`src/rtl/player_input.sv`:
```
// Debounced one-shot press pulses for the two tug-of-war players.
// Define CPU_R_EN to replace the right button with an LFSR computer player.
module player_input #(
  parameter int DEBOUNCE   = 4,
  parameter int CPU_PERIOD = 16
) (
  input  logic       clk,
  input  logic       reset,
  input  logic       KEY_L_n,
  input  logic       KEY_R_n,
`ifdef CPU_R_EN
  input  logic [8:0] cpu_level,
`endif
  output logic       L,
  output logic       R
);

  localparam int CW = $clog2(DEBOUNCE + 1);
  localparam logic [CW-1:0] CNT_LAST = CW'(DEBOUNCE - 1);

`ifdef CPU_R_EN
  localparam int NCH = 1;
`else
  localparam int NCH = 2;
`endif

  if (DEBOUNCE < 1 || CPU_PERIOD < 2) begin : g_bad_param
    $error("player_input: illegal parameter value");
  end

  logic [NCH-1:0] press_raw;

  logic [NCH-1:0] s0_q;
  logic [NCH-1:0] s0_d;
  logic [NCH-1:0] s1_q;
  logic [NCH-1:0] s1_d;
  logic [NCH-1:0] deb_q;
  logic [NCH-1:0] deb_d;
  logic [NCH-1:0] pls_q;
  logic [NCH-1:0] pls_d;
  logic [CW-1:0]  cnt_q [NCH];
  logic [CW-1:0]  cnt_d [NCH];

`ifdef CPU_R_EN
  localparam int PW = $clog2(CPU_PERIOD);
  localparam logic [PW-1:0] PC_LAST = PW'(CPU_PERIOD - 1);

  logic          unused_key_r;
  logic [9:0]    lfsr_q;
  logic [9:0]    lfsr_d;
  logic [PW-1:0] pc_q;
  logic [PW-1:0] pc_d;
  logic          r_q;
  logic          r_d;
  logic          wrap;

  assign unused_key_r = KEY_R_n;
  assign press_raw    = ~KEY_L_n;
`else
  assign press_raw = {~KEY_R_n, ~KEY_L_n};
`endif

  // A run of s1 != deb must reach DEBOUNCE edges to flip the level.
  always_comb begin
    s0_d  = press_raw;
    s1_d  = s0_q;
    deb_d = deb_q;
    pls_d = '0;
    cnt_d = '{default: '0};
    for (int i = 0; i < NCH; i++) begin
      if (s1_q[i] != deb_q[i]) begin
        if (cnt_q[i] == CNT_LAST) begin
          deb_d[i] = s1_q[i];
        end else begin
          cnt_d[i] = cnt_q[i] + CW'(1);
        end
      end
      pls_d[i] = !deb_q[i] && deb_d[i];
    end
  end

  always_ff @(posedge clk) begin
    if (reset) begin
      s0_q  <= '0;
      s1_q  <= '0;
      deb_q <= '0;
      pls_q <= '0;
      cnt_q <= '{default: '0};
    end else begin
      s0_q  <= s0_d;
      s1_q  <= s1_d;
      deb_q <= deb_d;
      pls_q <= pls_d;
      cnt_q <= cnt_d;
    end
  end

`ifdef CPU_R_EN
  assign wrap = (pc_q == PC_LAST);

  always_comb begin
    lfsr_d = {lfsr_q[8:0], lfsr_q[9] ~^ lfsr_q[6]};
    pc_d   = wrap ? '0 : pc_q + PW'(1);
    r_d    = wrap && (lfsr_q < {1'b0, cpu_level});
  end

  always_ff @(posedge clk) begin
    if (reset) begin
      lfsr_q <= '0;
      pc_q   <= '0;
      r_q    <= 1'b0;
    end else begin
      lfsr_q <= lfsr_d;
      pc_q   <= pc_d;
      r_q    <= r_d;
    end
  end

  assign L = pls_q[0];
  assign R = r_q;
`else
  assign L = pls_q[0];
  assign R = pls_q[1];
`endif

endmodule

```
`config.mk`:
```
export PLATFORM = sky130hd
export DESIGN_NAME = player_input
export DESIGN_NICKNAME = d
export VERILOG_FILES = /design/src/rtl/player_input.sv
export SDC_FILE = /design/constraint.sdc
export NUM_CORES = 1
export LEC_CHECK = 0
export ABC_AREA = 1
export ABC_CLOCK_PERIOD_IN_PS = 1900
export CAP_MARGIN = 25
export CORE_MARGIN = 2
export CORE_UTILIZATION = 40
export CTS_BUF_LIST = sky130_fd_sc_hd__clkbuf_4
export DETAILED_ROUTE_END_ITERATION = 7
export MAX_ROUTING_LAYER = met4
export PLACE_DENSITY = 0.69
export SLEW_MARGIN = 20
export SYNTH_ARGS = -nofsm -noshare
export SYNTH_HDL_FRONTEND = slang
export SYNTH_SLANG_ARGS = --single-unit
```
`constraint.sdc`:
```
create_clock -name clk -period 1.9 [get_ports clk]
set_input_delay 0.38 -clock clk [delete_from_list [all_inputs] [get_ports clk]]
set_output_delay 0.38 -clock clk [all_outputs]
set_load 0.02 [all_outputs]
```
==> metrics, run 1 <==
routability cong.=approximately 0.63; Core Box Area=approximately 0.0013 sq mm; syn avg cell area=a little under 9 sq um; yosys warns=0; htree depth=1; P&R area growth vs syn=16.0%; Worst-Skew Late Latency=0.27 ns; Slew Limit Fails=0; crit-path cells=clkdlybuf4s50_1; Initial Util=0.413; Die X=~40 um; PD cells=approximately 800 mW/mm^2; Hold Path Class=register to register; synthesized cell area=between 500 and 600 sq um; status=finished, final reports clean; Critical-path top delay cell=clkdlybuf4s50_1; Global Route Usage Sum=0.122; Crit. End Element=output pin; Hold Path Origin=s0_q[0]; peak supply drop=505 uV; slowest stage delay, CP=around 0.59 ns; Remaining DRCs=0; Hold Crit Depth=2; Clock transition at path regs=roughly 0.080 ns; ANT nets after route=0; startpoint types=register; actual slew at the worst max-slew pin=roughly 0.46 ns; chip height=about 40 um; Worst Path Arrival=1.18 ns; total wire length=around 680 um; crit path max fanout=1; setup TNS=0 ns; Hold WS=between 0.4 and 0.5 ns; Std-Cell Rows=13; DR pass1 iterations=3; unrepaired setup endpoints after global routing=no; Syn Inst Count=59; Hold Fails Final Rpt=0; Crit path depth=1; Final Instance Count excl. Fillers=between 80 and 90; Overflow after GRT=0; delay-heaviest family, CP=buffers and inverters; initial antenna violation count=0; Yosys cell types=10; Worst Setup SP=pls_q[1]; Rel. slew slack=0.695; leakage power=0.245 nW; Final nets=76; endpoints failing setup=0; detailed placement HPWL=525 um; die area=0.00162 sq mm; Net Count, Synth=67; period utilization=0.819; worst r2r src=cnt_q[3]; clk buf depth=2; vias in the first global route=314; via/cell ratio=between 4 and 5; # hold bufs at CTS=0; Buffers & Inverters on Critical Path=1; via count=roughly 360; Ant. Diodes=0; post-synthesis sequential area ratio=0.535; CTS tree=yes; clock net sink count=14; #FFs+latches synth=14; maxcap violations=0; Max Clk Rate=about 640 MHz; Worst Skew=between 0.002 and 0.003 ns; DR WL/cell=8.27 um; global-route wire length before repair=between 1000 and 1500 um; fraction of layout cells with a size suffix above 1=0.104; port bufs=5; critical path type=register to output pin; Final min period=approximately 1.6 ns; total setup buffers inserted after CTS=0; CP required=1.52 ns; Placed Instances=78; IO Count=6; largest net degree at the start of global routing=11; DRT iter0 DRCs=3; Final Util=0.479; Num CTS Buffers=3; reg2reg path depth=5; CTS Root Cell=clkbuf_4; CTS resizes=0
-- report_power, final --
part	switching (mW)	internal (mW)	total, mW
logic	0.00957	0.00969	0.0193
registers	0.00284	0.298	0.301
clock network	0.0904	0.0761	0.166
-- worst paths after layout --
kind              slack, ns        to
setup / recovery       0.34         R
setup reg to reg       0.76  cnt_q[4]
hold reg to reg        0.41   s1_q[0]
hold / removal         0.41   s1_q[0]
-- cell families (layout without fill, tap and decap cells) --
| family | Yosys count | count (layout) | synth area share |
|---|---|---|---|
| DFF | 14 | 14 | 0.535 |
| AOI/OAI and AO/OA | 2 | 2 | 0.0191 |
| adders and majority gates | 4 | 4 | 0.0955 |
| and+or+nand+nor | 26 | 26 | 0.243 |
| buffers and inverters | 13 | 21 | 0.107 |
-- cell usage after synthesis --
cell | instances | area share
a21oi_1 | 2 | 0.019
buf_6 | 1 | 0.021
dfxtp_1 | 14 | 0.53
ha_1 | 4 | 0.095
inv_1 | 12 | 0.086
nand2_1 | 8 | 0.057
nand3_1 | 2 | 0.019
nand3_2 | 2 | 0.038
nor2_1 | 12 | 0.086
nor2_4 | 2 | 0.043
-- per-layer routing --
metal	part of all wire	global-route usage	vias up
li1	-	-	192
met1	0.46	0.141	159
met2	0.48	0.173	5
met3	0.043	0.0500	2
met4	0.019	0.0750	0
met5	0	-	-
-- stage by stage --
| stage | worst slack (ns) | power (mW) | instance area [sq um] |
|---|---|---|---|
| floorplan | 0.864 | 0.321 | 524 |
| global placement | 0.476 | 0.327 | 582 |
| detailed placement | 0.446 | 0.328 | 582 |
| CTS | 0.329 | 0.496 | 608 |
| global route | 0.287 | 0.515 | 608 |
| finish | 0.344 | 0.487 | 608 |
-- cell usage in the layout, fill, tap and decap left out --
cell type / synthesis / routed
clkinv_1: 0 / 1
inv_1: 12 / 12
nand3_2: 2 / 2
nand2_1: 8 / 8
nor2_4: 2 / 2
nor2_1: 12 / 12
clkbuf_4: 0 / 3
ha_1: 4 / 4
nand3_1: 2 / 2
dfxtp_1: 14 / 14
a21oi_1: 2 / 2
clkdlybuf4s50_1: 0 / 5
-- cell type report --
class / count / area (sq um)
Fill cell: 135 / 661
Clock buffer: 3 / 22.5
Multi-Input combinational cell: 32 / 188
Sequential cell: 14 / 280
Clock inverter: 1 / 3.75
Inverter: 12 / 45.0
Tap cell: 15 / 18.8
Timing Repair Buffer: 5 / 50.0
-- worst reg2reg max path, stage by stage (launching register included) --
cell     delay (ns)
dfxtp_1        0.32
ha_1           0.20
ha_1           0.25
nor2_4         0.12
nand3_2        0.10
nor2_1         0.09
-- state kept, by name, indices dropped and copies added, names as in the netlist --
register	count
cnt_q	6
deb_q	2
pls_q	2
s0_q	2
s1_q	2
Note: power is estimated with default switching activity, not from simulation.
==> run 2: changes to the inputs <==
ABC_CLOCK_PERIOD_IN_PS = 1400   (was 1900)
PLACE_DENSITY = 0.71   (was 0.69)
clock period = 1.4 ns   (was 1.9 ns; I/O delays follow)
==> run 2 against run 1 <==
First-iteration DRC count shrank 67%; wire length shrank 6.8%; combinational power grew 44%; register-to-register slack lost 0.47 ns; global-route usage shrank 0.33 points; count of clock-buffer cells in the layout is the same; final cell count is the same; non-clock buffer count grew 1; sequential cell count is the same; highest routed layer unchanged.
==> metrics, run 2 (synthesis gave the netlist of run 1 again) <==
clock net sink count=14; via count=about 340; Ant. Diodes=0; maxcap violations=0; actual slew at the worst max-slew pin=approximately 0.21 ns; most frequent cells in the layout=dfxtp_1, inv_1, nor2_1; Core Box Area=~0.0013 sq mm; Final nets=77; delay-heaviest family, CP=buffers and inverters; period utilization=0.841; detailed placement HPWL=around 500 um; ANT nets after route=0; total wire length=about 630 um; Initial Util=0.413; Overflow after GRT=0; Die X=between 40 and 50 um; busiest layer in global routing=met2; DRT iter0 DRCs=1; routability cong.=0.623; met2 Usage GRT=0.181; met1 usage=0.114; total setup buffers inserted after CTS=0; DR pass1 iterations=2; Remaining DRCs=0; slowest stage delay, CP=about 0.32 ns; largest net degree at the start of global routing=11; die area=0.00162 sq mm; Hold WS=0.407 ns; Hold Fails Final Rpt=0; leakage power=roughly 0.26 nW; DR WL/cell=approximately 7.7 um; Worst Path Arrival=roughly 0.9 ns; Buffers & Inverters on Critical Path=1; Reg with most FFs=cnt_q; Placement Cell Area=between 500 and 600 sq um; Final Instance Count excl. Fillers=82; unrepaired setup endpoints after global routing=no; Hold Path Class=register to register; Max Clk Rate=849 MHz; port bufs=5; Std-Cell Rows=13; Worst-Skew Late Latency=0.27 ns; fraction of layout cells with a size suffix above 1=0.119; most common cell after layout, fill and taps aside=dfxtp_1; flip-flop count of the largest register after layout=6; Final min period=between 1 and 1.5 ns; status=finished, final reports clean; vias in the first global route=309; CTS Root Cell=clkbuf_4; endpoints failing setup=0; via/cell ratio=4.10; chip height=roughly 40 um; startpoint types=register; IO Count=6; clk buf depth=2; P&R area growth vs syn=16.2%; Rel. slew slack=0.857; PD cells=around 1100 mW/mm^2; Worst Skew=about 0.0035 ns; Crit. End Element=output pin; htree depth=1; # hold bufs at CTS=0; Slew Limit Fails=0; final instance area=between 600 and 700 sq um; CTS tree=yes; CP required=1.12 ns; Critical-path top delay cell=dlygate4sd2_1; setup TNS=0 ns; initial antenna violation count=0; peak supply drop=526 uV; Final Util=0.480; Clock transition at path regs=0.07 ns; Global Route Usage Sum=0.118; global-route wire length before repair=~1100 um; Placed Instances=79; GRT met3 Usage=0.0833; crit path max fanout=1; critical path type=register to output pin; crit-path cells=dlygate4sd2_1; Num CTS Buffers=3
run 2: cell types whose count changed in the layout (fill, tap and decap cells not counted):
cell	before	now
clkinv_1	1	0
dlygate4sd2_1	0	2
clkdlybuf4s50_1	5	3
buf_4	0	1
run 2: through the flow:
stage | worst slack [ns] | total power, mW
2_1_floorplan | 0.364 | 0.436
3_3_place_gp | 0.206 | 0.445
3_5_place_dp | 0.196 | 0.446
4_1_cts | 0.198 | 0.664
5_1_grt | 0.154 | 0.686
6_report | 0.222 | 0.647
run 2: final timing paths:
| kind | startpoint | slack (ns) | endpoint | depth (start not counted) |
|---|---|---|---|---|
| hold reg to reg | s0_q[1] | 0.41 | s1_q[1] | 2 |
| setup / recovery | pls_q[1] | 0.22 | R | 1 |
| setup reg to reg | cnt_q[0] | 0.29 | cnt_q[1] | 5 |
| hold / removal | s0_q[1] | 0.41 | s1_q[1] | 2 |
run 2: where the power goes:
group	internal, mW	switching, mW	total, mW
registers	0.405	0.00364	0.409
logic	0.0148	0.0130	0.0277
clock network	0.0997	0.111	0.211
run 2: timing repair:
action                                 in CTS  in global routing
endpoints found under the hold margin       0                  0
setup endpoints to repair                   2                  0
resized for setup                           2                  0
run 2: final cells by class:
type                            count  area [sq um]
Inverter                           12          45.0
Tap cell                           15          18.8
Timing Repair Buffer                6          55.1
Sequential cell                    14           280
Multi-Input combinational cell     32           188
Fill cell                         133           659
Clock buffer                        3          22.5
run 2: worst register-to-register path, delay by kind of cell, from the launching register on:
kind                     cells  cell delay, ns
flip-flops                   1            0.32
AND/OR/NAND/NOR              3            0.29
adder cells (fa/ha/maj)      2            0.44
run 2: per-layer routing:
| layer | vias up | share of wire | routed length, um |
|---|---|---|---|
| li1 | 192 | - | - |
| met1 | 134 | 0.44 | 277 |
| met2 | 7 | 0.46 | 289 |
| met3 | 3 | 0.081 | 51 |
| met4 | 0 | 0.021 | 13 |
| met5 | - | 0 | 0 |
==> RTL change 1: new RTL, config.mk and constraints of run 1 <==
Build with the macro `CPU_R_EN` defined.
--- a/src/rtl/player_input.sv
+++ b/src/rtl/player_input.sv
@@ -1,5 +1,7 @@
 // Debounced one-shot press pulses for the two tug-of-war players.
 // Define CPU_R_EN to replace the right button with an LFSR computer player.
+`define CPU_R_EN
+
 module player_input #(
   parameter int DEBOUNCE   = 4,
   parameter int CPU_PERIOD = 16
Ports: changed (added cpu_level); port bits go from 6 to 15. The function was not compared with the original's and may differ.
==> RTL change 1 against run 1 <==
Area after synthesis up 78%; clock power grew 25%; wire length rose by 97%; power grew 55%; sequential cell count is 8 higher; critical path type unchanged; largest cell class unchanged; design area increased by 86%; worst setup slack got worse by 0.032 ns; first-iteration DRC count grew 33%.
==> RTL change 1: results (changes against run 1) <==
stage;metric;value;unit;change
outcome;status;finished, final reports clean;;
yosys;Synth top cells by count;30 x inv_1, 24 x nor2_1, 22 x dfxtp_1, 14 x nand2_1, 11 x ha_1;;
routing;met1 WL;662;um;+110%
clocking;CTS clk-pin slew, worst paths;0.11;ns;+0.03 ns
yosys;sequential-to-total area share from yosys stat;47.1;%;-6.3 points
global_routing;largest net degree at the start of global routing;13;;+2
clocking;worst skew pair latency;0.30;ns;+0.03 ns
placement;placed inst area;0.00110;mm^2;+89%
worst_setup_path;worst r2r src;cnt_q[0]$_SDFF_PP0_;;
global_routing;vias in the first global route;646;;+110%
placement;IO buf count;13;;+8
routing;Met3 Wirelength;40;um;+38%
sta;final worst path period need;1.59;ns;+0.0317 ns
yosys;Syn Nets;143;;+110%
power;Max VDD drop;0.474;mV;-6.2%
placement;worst slack, placed;0.193;ns;-0.254 ns
routing;Via density;4.19;;-4.1%
global_routing;first-pass GRT wire length;2470;um;+100%
worst_setup_path;CP arrival;1.21;ns;+0.03 ns
worst_setup_path;Critical Path Start;R$_SDFF_PP0_;;
yosys;Area contributors post-synth;dfxtp_1 47%, ha_1 15%, inv_1 12%, nor2_1 9.6%, nand2_1 5.6%;;
routing;drt total wl;1340;um;+97%
routing;routed len/inst;8.16;um;-1.3%
placement;HPWL Detailed;1080;um;+110%
worst_setup_path;reg-to-reg endpoint;cnt_q[2]$_SDFF_PP0_;;
sta;clk_skew;0.00332;ns;+0.000610 ns
placement;placer congestion estimate;0.769;;+22%
## RTL change 1: cell families (layout without fill, tap and decap cells)
group	after synthesis	in the layout	share of synthesized area (%)
compound gates	11	11	6.69
fa+ha+maj	11	11	14.7
buf+inv	31	48	12.6
flops	22	22	47.1
simple gates	44	44	18.9
## RTL change 1: per-layer routing
metal  up-vias  track usage [%]
met3         4             2.57
met2        10             19.4
met5         -                -
li1        392                -
met1       281             15.1
met4         0             7.69
## RTL change 1: worst min path at each step
| stage | end | startpoint | cells after the start | slack (ns) |
|---|---|---|---|---|
| final | s1_q$_SDFF_PP0_ | s0_q$_SDFF_PP0_ | 2 | 0.41 |
| after global routing | s1_q$_SDFF_PP0_ | s0_q$_SDFF_PP0_ | 2 | 0.43 |
| after CTS | s1_q$_SDFF_PP0_ | s0_q$_SDFF_PP0_ | 2 | 0.41 |
| after detailed placement | s1_q$_SDFF_PP0_ | s0_q$_SDFF_PP0_ | 2 | 0.40 |
| after global placement | s1_q$_SDFF_PP0_ | s0_q$_SDFF_PP0_ | 2 | 0.39 |
| after floorplan | s1_q$_SDFF_PP0_ | s0_q$_SDFF_PP0_ | 2 | 0.39 |
## RTL change 1: cell type report
type                    count  area, um^2
inverters                  30         113
flip-flops and latches     22         440
clock inverters             1        3.75
multi-input cells          66         377
fillers                   214        1080
repair buffers             14         138
well taps                  28        35.0
clock buffers               3        22.5
## RTL change 1: power by group through the flow
stage | registers, mW | clock network [mW] | logic, mW
6_report | 0.482 | 0.207 | 0.0686
5_1_grt | 0.484 | 0.244 | 0.0803
4_1_cts | 0.482 | 0.213 | 0.0700
3_5_place_dp | 0.492 | 0 | 0.0693
3_3_place_gp | 0.492 | 0 | 0.0669
2_1_floorplan | 0.490 | 0 | 0.0373
==> RTL change 2: new RTL, settings of run 1 <==
Without the edit above. Register the outputs `L` and `R`, cleared by the reset; this adds one clock of latency there.
--- a/src/rtl/player_input.sv
+++ b/src/rtl/player_input.sv
@@ -119,8 +119,15 @@
   assign L = pls_q[0];
   assign R = r_q;
 `else
-  assign L = pls_q[0];
-  assign R = pls_q[1];
+  always_ff @(posedge clk) begin
+    if (reset) begin
+      L <= '0;
+      R <= '0;
+    end else begin
+      L <= pls_q[0];
+      R <= pls_q[1];
+    end
+  end
 `endif
 
 endmodule
Check against the original RTL: not equivalent (Yosys sat finds a counterexample within 10 cycles, from zero or initial values and one cycle with reset high).
==> RTL change 2 against run 1 <==
Design area is 7.2% higher; utilization is 2.2 points higher; area after synthesis is 6.4% higher; power is 8.5% higher; worst setup slack worse by 0.0065 ns; clock skew is 0.0015 ns higher; cell count is 7.3% higher; combinational power hardly changed; die area is 5.8% higher; sequential cell count is 2 higher; wire length is 4.1% higher; sequential share of layout area is 3.0 points higher; largest cell class unchanged; highest routed layer unchanged.
==> RTL change 2: results (changes against run 1) <==
stage;metric;value;unit;change
placement;# placed instances;85;;+9.0%
yosys;adder-cell area share of the yosys netlist;8.97;%;-0.58 points
final_layout;ratio of cells with drive above 1 in the final layout;8.22;%;-2.2 points
routing;Iter 0 DRT Violations;0;;-3
routing;via count;383;;+7.0%
routing;met1 WL;296;um;-4.8%
global_routing;M1 GR Usage;11.6;%;-2.5 points
worst_setup_path;Critical Path Start;L$_SDFF_PP0_;;
worst_setup_path;reg-to-reg endpoint;cnt_q[0]$_SDFF_PP0_;;
global_routing;vias in the first global route;353;;+12%
routing;Met3 Wirelength;49;um;+69%
outcome;status;finished, final reports clean;;
yosys;post-synthesis compound-gate area fraction;1.79;%;-0.12 points
routing;routed len/inst;8.02;um;-3.0%
global_routing;grt met2 use;23.4;%;+6.1 points
yosys;Synth top cells by count;16 x dfxtp_1, 16 x nor2_1, 14 x inv_1, 8 x nand2_1, 4 x ha_1;;
sta;slew margin rel.;81.9;%;+12 points
power;Max VDD drop;0.493;mV;-2.3%
worst_setup_path;end of the critical path;L;;
final_layout;fin nets;83;;+9.2%
placement;placer congestion estimate;0.608;;-3.7%
routing;drt total wl;706;um;+4.1%
power;total leakage power;0.267;nW;+8.7%
yosys;post-synth cell types;9;;-1
global_routing;met3 Usage GRT;9.57;%;+4.6 points
sta;clk_skew;0.00420;ns;+0.00149 ns
final_layout;fill count;133;;-1.5%
routing;First-pass DRT Iterations;1;;-2
global_routing;largest net degree at the start of global routing;9;;-2
sta;hold_ws;0.400;ns;-0.00869 ns
placement;worst slack, placed;0.521;ns;+0.0745 ns
worst_setup_path;worst r2r src;cnt_q[0]$_SDFF_PP0_;;
sta;fmax;640;MHz;-0.42%
worst_hold_path;Min-Delay Startpoint;pls_q[1]$_SDFF_PP0_;;
worst_hold_path;WHS Endpoint;R$_SDFF_PP0_;;
RTL change 2: cell count changes after synthesis, sizes merged:
cell | before | now
inv | 12 | 14
dfxtp | 14 | 16
nor2 | 14 | 16
RTL change 2: report_power, final:
| part | internal [mW] | switching (mW) |
|---|---|---|
| logic | 0.0100 | 0.00925 |
| clock network | 0.0735 | 0.0926 |
| registers | 0.340 | 0.00261 |
RTL change 2: final cells by class:
cell class / count / share of cell area (%)
Clock buffer: 3 / 3.45
Inverter: 14 / 8.06
Multi-Input combinational cell: 34 / 27.6
Sequential cell: 16 / 49.1
Tap cell: 15 / 2.88
Timing Repair Buffer: 6 / 8.83
RTL change 2: kinds of logic (layout without fill, tap and decap cells):
family / count (synthesis) / in the layout
AND/OR/NAND/NOR: 28 / 28
buffers and inverters: 15 / 23
AO/OA/AOI/OAI: 2 / 2
adder cells (fa/ha/maj): 4 / 4
flip-flops: 16 / 16
